<file path="config.mk">
export PLATFORM = sky130hd
export DESIGN_NAME = counter_sequencer
export DESIGN_NICKNAME = d
export VERILOG_FILES = /design/src/rtl/counter_sequencer.sv
export SDC_FILE = /design/constraint.sdc
export NUM_CORES = 1
export LEC_CHECK = 0
export ABC_AREA = 1
export CORE_MARGIN = 4
export CORE_UTILIZATION = 35
export DETAILED_ROUTE_END_ITERATION = 6
export PLACE_DENSITY = 0.53
export SYNTH_ARGS = -nofsm -noshare
export SYNTH_HDL_FRONTEND = slang
export SYNTH_SLANG_ARGS = --single-unit
</file>
<file path="constraint.sdc">
create_clock -name CLOCK_50_I -period 2.31 [get_ports CLOCK_50_I]
set_clock_uncertainty 0.1 [all_clocks]
set_input_delay 0.693 -clock CLOCK_50_I [delete_from_list [all_inputs] [get_ports CLOCK_50_I]]
set_output_delay 0.693 -clock CLOCK_50_I [all_outputs]
set_load 0.02 [all_outputs]
</file>
<file path="src/rtl/counter_sequencer.sv">
// Run/stop/load sequencer for the display counter: turns button levels into
// edge events, divides the clock into count ticks and steps between limits.
module counter_sequencer #(
  parameter int unsigned WIDTH    = 8,
  parameter int unsigned TICK_DIV = 50000000
) (
  input  logic             CLOCK_50_I,
  input  logic             reset,
  input  logic [3:0]       button_status,
  input  logic [WIDTH-1:0] limit_low,
  input  logic [WIDTH-1:0] limit_high,
  input  logic [WIDTH-1:0] load_value,
  input  logic             bounce_mode,
  output logic [WIDTH-1:0] count_value,
  output logic [1:0]       state_o,
  output logic             direction,
  output logic             tick_o,
  output logic             limit_hit
);

  localparam int unsigned PW = (TICK_DIV > 2) ? $clog2(TICK_DIV) : 1;
  localparam logic [PW-1:0] PRESC_MAX = PW'(TICK_DIV - 1);

  typedef enum logic [1:0] {
    ST_STOPPED = 2'b00,
    ST_UP      = 2'b01,
    ST_DOWN    = 2'b10,
    ST_LOAD    = 2'b11
  } state_t;

  state_t            state_q, state_d;
  logic [WIDTH-1:0]  count_q, count_d;
  logic              dir_q, dir_d;
  logic              tick_q, tick_d;
  logic              hit_q, hit_d;
  logic [PW-1:0]     presc_q, presc_d;
  logic [3:0]        hist_q;
  logic              armed_q;

  logic [3:0]        evt;
  logic              any_evt;
  logic              run;
  logic              tick;
  logic [WIDTH-1:0]  lo_eff;
  logic [WIDTH-1:0]  hi_eff;
  logic [WIDTH-1:0]  load_clamped;

  // Events are suppressed for one cycle after reset so a button held through
  // reset is captured into history rather than seen as a fresh press.
  always_comb begin
    evt          = armed_q ? (button_status & ~hist_q) : 4'b0000;
    any_evt      = |evt;
    run          = (state_q == ST_UP) || (state_q == ST_DOWN);
    tick         = run && (presc_q == PRESC_MAX);
    lo_eff       = (limit_low > limit_high) ? '0 : limit_low;
    hi_eff       = (limit_low > limit_high) ? '1 : limit_high;
    load_clamped = (load_value < lo_eff) ? lo_eff :
                   (load_value > hi_eff) ? hi_eff : load_value;
  end

  // Next-state, count and pulse outputs; a tick alongside any event is dropped.
  always_comb begin
    state_d = state_q;
    count_d = count_q;
    dir_d   = dir_q;
    hit_d   = 1'b0;
    tick_d  = tick;
    case (state_q)
      ST_STOPPED: begin
        if (evt[3])                state_d = ST_LOAD;
        else if (evt[0])           state_d = dir_q ? ST_DOWN : ST_UP;
        else if (evt[1] ^ evt[2])  dir_d   = evt[2];
      end
      ST_UP: begin
        if (evt[3])                state_d = ST_LOAD;
        else if (evt[0])           state_d = ST_STOPPED;
        else if (evt[2] && !evt[1]) begin
          state_d = ST_DOWN;
          dir_d   = 1'b1;
        end else if (tick && !any_evt) begin
          if (count_q >= hi_eff) begin
            hit_d = 1'b1;
            if (bounce_mode) begin
              count_d = hi_eff;
              state_d = ST_DOWN;
              dir_d   = 1'b1;
            end else begin
              count_d = lo_eff;
            end
          end else begin
            count_d = count_q + WIDTH'(1);
          end
        end
      end
      ST_DOWN: begin
        if (evt[3])                state_d = ST_LOAD;
        else if (evt[0])           state_d = ST_STOPPED;
        else if (evt[1] && !evt[2]) begin
          state_d = ST_UP;
          dir_d   = 1'b0;
        end else if (tick && !any_evt) begin
          if (count_q <= lo_eff) begin
            hit_d = 1'b1;
            if (bounce_mode) begin
              count_d = lo_eff;
              state_d = ST_UP;
              dir_d   = 1'b0;
            end else begin
              count_d = hi_eff;
            end
          end else begin
            count_d = count_q - WIDTH'(1);
          end
        end
      end
      ST_LOAD: begin
        count_d = load_clamped;
        state_d = ST_STOPPED;
      end
      default: state_d = ST_STOPPED;
    endcase
  end

  // Prescaler keeps running across an up/down switch, clears otherwise.
  always_comb begin
    presc_d = '0;
    if (run && ((state_d == ST_UP) || (state_d == ST_DOWN)) && !tick)
      presc_d = presc_q + PW'(1);
  end

  always_ff @(posedge CLOCK_50_I or posedge reset) begin
    if (reset) begin
      state_q <= ST_STOPPED;
      count_q <= '0;
      dir_q   <= 1'b0;
      tick_q  <= 1'b0;
      hit_q   <= 1'b0;
      presc_q <= '0;
      hist_q  <= 4'b0000;
      armed_q <= 1'b0;
    end else begin
      state_q <= state_d;
      count_q <= count_d;
      dir_q   <= dir_d;
      tick_q  <= tick_d;
      hit_q   <= hit_d;
      presc_q <= presc_d;
      hist_q  <= button_status;
      armed_q <= 1'b1;
    end
  end

  assign count_value = count_q;
  assign state_o     = state_q;
  assign direction   = dir_q;
  assign tick_o      = tick_q;
  assign limit_hit   = hit_q;

endmodule

</file>
**Yosys cells after proc, flatten, opt, wreduce, memory -nomap -nowiden**

Cells that the tools add are included.

- Add/subtract/negate cells: 3
- Magnitude comparators: 5
- Equality and inequality tests: 23
- Reduce and logical (&&, ||, !) cells: 18
- Bitwise logic cells: 3
- Mux-type cells: 62

Operators by type and width:

| kind | count |
|---|---|
| 8-bit 2-to-1 mux | 16 |
| 2-bit 2-to-1 mux | 15 |
| 26-bit by 1-bit adder with 26-bit output, second input constant | 1 |
| 26-bit equality test, second input constant | 1 |
| 26-bit 2-to-1 mux | 1 |
| 1-bit 2-to-1 mux | 25 |
| 8-bit one-hot mux with 3 select lines | 1 |
| 2-bit inequality test, second input constant | 9 |
| 8-bit > comparator | 2 |
| 14-bit AND reduction | 1 |
| 3-bit by 1-bit inequality test with 1-bit output, second input constant | 4 |
| 9-bit AND reduction | 1 |
| 8-bit by 1-bit adder with 8-bit output, second input constant | 1 |
| 8-bit greater-or-equal comparator | 1 |
| 8-bit less-or-equal comparator | 1 |
| 8-bit less-than comparator | 1 |
| 2-bit one-hot mux with 4 select lines | 1 |
| 8-bit by 1-bit subtractor with 8-bit output, second input constant | 1 |
| 2-bit equality test, second input constant | 3 |
| 1-bit logical AND | 6 |
| 3-bit by 2-bit inequality test with 1-bit output, second input constant | 2 |
| 3-bit nonzero test | 2 |
| 4-bit bitwise AND | 1 |
| 2-bit by 1-bit equality test with 1-bit output, second input constant | 2 |
| other kinds (10) | 15 |

- Word-level logic and storage cells: 122
- Bits in registers: 44
- Input port bits: 31
- Output and inout port bits: 13

**Logic depth before layout (Yosys ltp)**

Gate-level depths: netlist of the first run.

- Word-level depth: 16
- Mapped depth: 32
- Depth with buffers taken out: 30

**Worst setup path after synthesis of the first run**

Ideal clock, no wire load.

- Path kind: in2reg
- Start point: in limit_high[7]
- End point: reg presc_q[21]
- Library setup time: 0.122 ns
- Buffers on the path: 2
- Data required time: 2.088 ns
- Path slack: -1.300 ns
- Cell stages on the path: 27
- Arrival: 3.387 ns
- Cell sequence: inv_1 > ha_1 > a21o_1 > nor2_1 > nand2_1 > nand2_2 > buf_6 > inv_1 > or2_2 > ha_1 > inv_1 > nand3_1 > nand3_1 > nand3_1 > nand2_1 > nand2_1 > nand2_1 > nand2_2 > nand3_1 > nand2_1 > nand2_1 > nand2_1 > nand2_1 > nand2_1 > nand3_4 > buf_6 > nor2_2

- Longest elaborated chain between the ends: 14
- Elaborated cells on any way between the ends: 22
- Classes of those cells: order compare (3); eq/ne (2); mux (14); reduce/logical (3)

RTL lines:

| item | line | source |
|---|---|---|
| start: declaration | 11 | `input logic [WIDTH-1:0] limit_high,` |
| 8-bit > comparator | 55, 56 |  |
| 8-bit 2-to-1 mux (on tied branches) | 55, 56 |  |
| 8-bit less-or-equal comparator / 8-bit greater-or-equal comparator (equally long branches) | 102, 81 |  |
| 2-bit 2-to-1 mux (on tied branches) | 102, 81 |  |
| 2-bit 2-to-1 mux (on tied branches) | 101, 80 |  |
| 2-bit 2-to-1 mux (on tied branches) | 98, 77 |  |
| 2-bit 2-to-1 mux (on tied branches) | 97, 76 |  |
| 2-bit 2-to-1 mux (on tied branches) | 96, 75 |  |
| 2-bit one-hot mux with 4 select lines * | 68 | `case (state_q)` |
| 2-bit by 1-bit equality test with 1-bit output / 2-bit equality test (equally long branches) | 127 | `if (run && ((state_d == ST_UP) \|\| (state_d == ST_DOWN)) && !tick)` |
| 1-bit logical OR * | 127 |  |
| 1-bit logical AND * (2 in series) | 127 |  |
| 26-bit 2-to-1 mux * | 127 |  |
| named net presc_d[21] | 36 | `logic [PW-1:0] presc_q, presc_d;` |
| end signal: assignment | 147 | `presc_q <= presc_d;` |
| end: declaration | 36 |  |

Mark *: on every way through the listed nets, which the timed path passes. The rest lies on a longest branch.
A chain may end at the register's enable or synchronous reset.

**Worst setup path in the final report of the first run**

- Start point: in limit_low[3]
- End point: reg presc_q[21]

- Longest elaborated chain between the ends: 14
- Elaborated cells on any way between the ends: 22
- Classes of those cells: order compare (3); eq/ne (2); mux (14); reduce/logical (3)

RTL lines:

| item | line | source |
|---|---|---|
| start: declaration | 10 | `input logic [WIDTH-1:0] limit_low,` |
| 8-bit > comparator | 55, 56 |  |
| 8-bit 2-to-1 mux (on tied branches) | 55, 56 |  |
| 8-bit less-or-equal comparator / 8-bit greater-or-equal comparator (equally long branches) | 102, 81 |  |
| 2-bit 2-to-1 mux (on tied branches) | 102, 81 |  |
| 2-bit 2-to-1 mux (on tied branches) | 101, 80 |  |
| 2-bit 2-to-1 mux (on tied branches) | 98, 77 |  |
| 2-bit 2-to-1 mux (on tied branches) | 97, 76 |  |
| 2-bit 2-to-1 mux (on tied branches) | 96, 75 |  |
| 2-bit one-hot mux with 4 select lines * | 68 |  |
| named net state_d[1] | 31 | `state_t state_q, state_d;` |
| 2-bit by 1-bit equality test with 1-bit output / 2-bit equality test (equally long branches) | 127 |  |
| 1-bit logical OR * | 127 |  |
| 1-bit logical AND * (2 in series) | 127 |  |
| 26-bit 2-to-1 mux * | 127 |  |
| named net presc_d[21] | 36 |  |

Marks and branches as above.

==> qor.csv, run 1 <==
metric,value,unit
grt_pass1_wl,23500,um
rrSetupSlack,-0.50,ns
cp.buffers_inverters,9,
cp-endpoint,presc_q[21],
critical_path.max_fanout,7,
cts_tree,done,
num_io_pins,44,
hold_ws,0.439,ns
crit_path_top_delay_cell,ha_4,
cts_buffers,5,
grt_pass1_vias,4893,
synth_cell_types,40,
die_y,118,um
synth.avg_cell_area,6.85,um^2
drtIter0Drc,184,
wl_per_cell,14.8,um
clkSlewWorstSetupHoldPaths,0.07,ns
startpoint,limit_low[3],
synth-seq-cells,44,
grt-ovfl-total,0,
synth_mux_area_share,0,%
synth-simple-area-share,32.3,%
setup_tns,-43.50,ns
leakagePower,3.30,nW
drive_gt1_share,41.2,%
antenna_left,0,
cp-end-kind,flip-flop,
grt_usage,20.3,%
area_growth,65.1,%
clock.fmax,285,MHz
drv_slew,0,
cap_violations,0,
synthAdderAreaFrac,13.2,%
post-route-drc-count,0,
critPathMaxStageDelay,0.27,ns
netlist_area,0.00426,mm^2
p_per_area,944,mW/mm^2
violations,negative setup slack,
utilization,58.7,%
rsz0062_at_grt,true,
final_nets,893,
dieArea,0.0140,mm^2
fin_crit_sh,152,%
run_status,"finished, violations left",
critPathLaunchType,primary input,
ir_drop,0.567,mV
grt_max_degree,45,
setup_viol,38,
clock_sinks,44,
hold_path.class,reg2reg,
n_antenna_cell,0,
syn_inst,621,
wl,14300,um
instances_no_fill,965,
yosysSeqAreaShare,25.9,%
cts_buffer_depth,2,
dr_total_vias,4756,
antenna_found_initial,0,
synth-compound-area-share,12.3,%
fin_ws,-1.20,ns
start_util,35.6,%
die_w,118,um
worstPathArrival,3.58,ns
final_cell_area,0.00702,mm^2
async_flop_share,100,%
whs_path_depth,2,
critPathTopFamily,simple AND/OR/NAND/NOR gates,
fp.coreArea,0.0120,mm^2
synth-xor-area-share,5.97,%
io_buffers,43,
vias_per_cell,4.93,
synth_edf_count,0,
cts_hold_buf,0,
rows,40,
hold_viol,0,
crit_cells,29,
cts_root_buf,clkbuf_16,
r2r_end,presc_q[2],
ys.flop_type,dfrtp_1,
min_period,3.51,ns
dr.pass1.iters,5,
ff2ff_path_depth,17,
total_power,6.63,mW
numPlacedInstances,936,
hpwl,10700,um
required,2.39,ns
dp_slack,-2.12,ns
gp_congestion,0.921,
critPathKind,in2reg,
critical-path-top-cell-by-count,nand2_2,
placed_area,0.00602,mm^2
synth_top_family_by_area,simple AND/OR/NAND/NOR gates,
syn_nets,697,
synth_warnings,0,
r2r_start,state_o[0],
htreeDepth,2,
clk_latency,0.30,ns
area by class of cell:
| class | instances | area [um^2] |
|---|---|---|
| Tap cell | 147 | 184 |
| Fill cell | 1107 | 4940 |
| Clock buffer | 5 | 125 |
| Inverter | 94 | 412 |
| Multi-Input combinational cell | 471 | 3420 |
| Clock inverter | 3 | 46.3 |
| Sequential cell | 44 | 1100 |
| Timing Repair Buffer | 201 | 1730 |
worst min-delay path by stage:
stage / startpoint / to / slack (ns)
4_1_cts: presc_q[0] / presc_q[0] / 0.44
3_5_place_dp: presc_q[0] / presc_q[0] / 0.42
5_1_grt: presc_q[0] / presc_q[0] / 0.46
6_report: presc_q[0] / presc_q[0] / 0.44
2_1_floorplan: presc_q[0] / presc_q[0] / 0.33
3_3_place_gp: presc_q[0] / presc_q[0] / 0.41
repair_timing:
action / 4_1_cts / 5_1_grt
pin swaps: 46 / 47
setup endpoints to repair: 40 / 41
resized for setup: 162 / 73
gates cloned: 4 / 0
hold endpoints to repair: 0 / 0
setup buffers: 13 / 7
kinds of logic (layout without fill, tap and decap cells):
kind of cell | Yosys count | after routing
compound gates | 91 | 91
xor+xnor | 29 | 29
fa+ha+maj | 45 | 45
buf+inv | 108 | 303
flops | 44 | 44
other cells | 1 | 1
simple gates | 303 | 305
report_power, final:
group          internal, mW  switching (mW)  total, mW
registers             0.894           0.134       1.03
clock network         0.515           0.329      0.844
logic                  2.19            2.57       4.76
synth_stat cells, types with 2 or more instances:
cell type	count	area (um^2)
nand2_1	132	495
inv_1	89	334
nor2_1	60	225
ha_1	45	563
dfrtp_1	44	1100
nand3_1	35	175
o21ai_0	34	170
a21oi_1	29	145
nor2_2	25	156
xor2_1	21	184
nor3_1	15	75.1
nand4_1	14	87.6
o211ai_1	10	75.1
nand2_2	8	50.1
xnor2_1	8	70.1
clkbuf_1	7	26.3
a211oi_1	5	37.5
inv_2	5	18.8
o21ai_1	4	20.0
or2_2	4	25.0
and3_1	3	18.8
buf_2	3	15.0
buf_6	3	33.8
nor3_2	2	20.0
sequential cells by signal (all words and copies together), names as in the netlist:
signal,cells
direction,1
armed_q,1
presc_q,26
limit_hit,1
state_o,2
hist_q,4
count_value,8
tick_o,1
worst reg2reg max path, delay by kind of cell (launching register included):
family	cells	cell delay [ns]
adders and majority gates	1	0.31
AOI/OAI and AO/OA	2	0.24
DFF	1	0.35
and+or+nand+nor	11	1.44
buffers and inverters	3	0.31
layout by cell type (no fill, tap or decap), types with 4 or more instances in the layout:
cell type / count
clkbuf_16: 5
a21oi_2: 7
nand3_2: 7
nand2_1: 103
nand2_2: 26
nor3_1: 14
nor2_1: 48
buf_12: 4
xnor2_1: 8
nand3_1: 29
buf_2: 4
dlymetal6s2s_1: 5
buf_6: 15
nor2_2: 18
ha_1: 24
inv_4: 8
o211ai_1: 10
nand4_1: 14
xor2_1: 21
nor2_4: 19
dfrtp_1: 43
o21ai_0: 31
clkdlybuf4s50_1: 20
buf_4: 148
ha_4: 21
a21oi_1: 22
nand2_4: 11
inv_1: 71
inv_2: 10
layer usage:
| metal | track usage, % | vias up | wire length [um] |
|---|---|---|---|
| li1 | - | 2417 | - |
| met1 | 25.5 | 2195 | 6270 |
| met2 | 36.2 | 118 | 7190 |
| met3 | 2.58 | 26 | 511 |
| met4 | 6.30 | 0 | 354 |
| met5 | 0 | - | 0 |
(Power assumes the default switching activity.)
==> run 2: changes to the inputs <==
--- a/config.mk
+++ b/config.mk
@@ -7,3 +7,2 @@
 export LEC_CHECK = 0
-export ABC_AREA = 1
 export CORE_MARGIN = 4
==> constraint.sdc (replaced) <==
create_clock -name CLOCK_50_I -period 2.31 [get_ports CLOCK_50_I]
set_clock_uncertainty 0.1 [all_clocks]
set_input_delay 0.462 -clock CLOCK_50_I [delete_from_list [all_inputs] [get_ports CLOCK_50_I]]
set_output_delay 0.462 -clock CLOCK_50_I [all_outputs]
set_load 0.02 [all_outputs]
==> run 2 against run 1 <==
Critical path depth fell by 9; synthesized cell count decreased by 9.5%; via count rose by 9.8%; largest power group unchanged; critical path type unchanged; core utilization shrank 1.2 points; the flow still finishes with violations (negative setup slack); global-route usage up 1.9 points.
==> qor.csv, run 2 <==
metric,value,unit
tightestPinTransition,0.512,ns
grt_pass1_vias,5271,
yosysSeqAreaShare,23.5,%
clock_sinks,44,
fin_crit_sh,161,%
setup_tns,-49.98,ns
crit_path_top_delay_cell,o41a_1,
yosys-top-cells-count,"65 x nand2_1, 49 x nor2_1, 45 x ha_1",
wl,16600,um
leakagePower,3.41,nW
critPathKind,in2reg,
post-route-drc-count,0,
cp-end-kind,flip-flop,
area_growth,61.9,%
cts_buffers,5,
synth-seq-cells,44,
critPathMaxStageDelay,0.40,ns
fin_ws,-1.41,ns
drive_gt1_share,43.6,%
vias_per_cell,5.38,
start_util,35.5,%
cts_tree,done,
drv_slew,0,
rrSetupSlack,-0.54,ns
grt_usage,22.2,%
rsz0062_at_grt,true,
clkSlewWorstSetupHoldPaths,0.07,ns
mostFrequentLayoutCells,"182 x buf_4, 62 x nand2_1, 44 x dfrtp_1, 39 x nor2_1, 31 x ha_1",
grt_pass1_wl,26900,um
final_nets,870,
synth-xor-area-share,6.76,%
critPathLaunchType,primary input,
grt_max_degree,45,
syn_nets,638,
violations,negative setup slack,
dr_total_vias,5221,
io_buffers,43,
min_period,3.72,ns
antenna_found_initial,0,
critical_path.max_fanout,7,
synth_top_area_cell,dfrtp_1,
gp_congestion,0.900,
required,2.39,ns
synth.avg_cell_area,8.34,um^2
fp.coreArea,0.0132,mm^2
synth_area_leaders,"dfrtp_1 24%, ha_1 12%, nand2_1 5.2%, xnor2_1 4.1%, nor2_1 3.9%",
largest_reg_flops,26,
grt-ovfl-total,0,
utilization,57.5,%
regMostFlops,presc_q,
total_power,7.28,mW
cts_root_buf,clkbuf_16,
hold_viol,0,
ir_drop,0.632,mV
instances_no_fill,970,
synth_top_cell_area_share,23.5,%
synthAdderAreaFrac,12.0,%
num_io_pins,44,
multi_input_area,0.00398,mm^2
synth_cell_types,79,
die_w,124,um
htreeDepth,2,
die_y,124,um
netlist_area,0.00468,mm^2
run_status,"finished, violations left",
clk_latency,0.30,ns
dieArea,0.0153,mm^2
hold_path.class,in2async,
dp_slack,-2.45,ns
dr.pass1.iters,5,
setup_viol,38,
final_common_cell,buf_4,
cp_cell_sequence,"buf_8, ha_4, a211oi_2, nor2_2, buf_4, buf_6, o31ai_4, buf_6, nor2_4, nor2_4, ha_4, nand3_4, nor2_4, nand2_1, o41a_1, o221ai_4, buf_6, buf_6, mux2_4, a221o_1",
synth-simple-area-share,28.3,%
regArea,0.00110,mm^2
critical-path-top-cell-by-count,buf_6,
synth_top_family_by_area,simple AND/OR/NAND/NOR gates,
synth_warnings,0,
synth_edf_count,0,
async_flop_share,100,%
drtIter0Drc,402,
relSlewSlack,65.6,%
p_per_area,960,mW/mm^2
hpwl,12600,um
wl_per_cell,17.1,um
ys.flop_type,dfrtp_1,
syn_inst,562,
clock.fmax,269,MHz
synth-compound-area-share,21.9,%
worstPathArrival,3.79,ns
synth.most_common_cell,nand2_1,
nFillCells,1137,
cts_buffer_depth,2,
n_antenna_cell,0,
numPlacedInstances,932,
cap_violations,0,
antenna_left,0,
rows,42,
synth_mux_area_share,2.83,%
## run 2: cell types whose count changed after synthesis, sizes merged, moves of 10 or more
cell   delta
a31oi    +10
inv      -73
mux2i    +11
nand2    -75
nand3    -14
nor2     -15
o21ai    -14
xnor2    +15
xor2     -10
## run 2: critical path: cells and delay by family
family                   cells  cell delay (ns)
AND/OR/NAND/NOR              6             0.57
AO/OA/AOI/OAI                5             1.31
buffers and inverters        6             0.76
multiplexers                 1             0.28
adder cells (fa/ha/maj)      2             0.40
## run 2: what timing repair did
item | in CTS | in global routing
cloned | 1 | 0
endpoints found under the setup margin | 38 | 38
hold buffers | 0 | 0
gates resized for setup | 124 | 26
setup buffers | 25 | 5
pin swaps | 53 | 27
## run 2: stage by stage
step                      area (um^2)  hold WS, ns
final                            7580        0.410
after floorplan                  4940        0.393
after global placement           6730        0.463
after CTS                        7440        0.427
after global routing             7580        0.443
after detailed placement         6730        0.460
## run 2: power by group
group	internal [mW]	total, mW	leakage [nW]	switching [mW]
Combinational	2.75	5.56	2.76	2.80
Sequential	0.891	1.01	0.582	0.121
Clock	0.393	0.714	0.0657	0.321
Total	4.04	7.28	3.41	3.25
## run 2: logic make-up after synthesis
family	after synthesis
AOI/OAI and AO/OA	138
other	1
xor gates and xnor gates	34
muxes	13
adders and majority gates	45
and+or+nand+nor	243
DFF	44
buffers and inverters	44
## run 2: final timing paths
check                      depth (start not counted)             end          from
max                                               20  count_value[5]  limit_low[5]
min                                                3       hist_q[1]         reset
max reg2reg                                       11  count_value[4]    state_o[0]
min reg2reg                                        2      presc_q[0]    presc_q[0]
max in group asynchronous                          3     presc_q[22]         reset
min in group CLOCK_50_I                            2      presc_q[0]    presc_q[0]
## run 2: layout make-up
cell class,instances,share of cell area (%)
multi-input cells,475,52.5
repair buffers,247,27.1
flip-flops and latches,44,14.5
well taps,176,2.90
clock buffers,5,1.65
inverters,21,1.14
clock inverters,2,0.165
## run 2: layer usage
metal  up-vias  part of all wire (%)  GRT usage [%]  routed length [um]
li1       2545                     -              -                   -
met1      2517                    46           30.9                7690
met2       138                    47           36.1                7800
met3        21                   5.2           3.72                 865
met4         0                   1.3           4.98                 210
met5         -                     0              0                   0
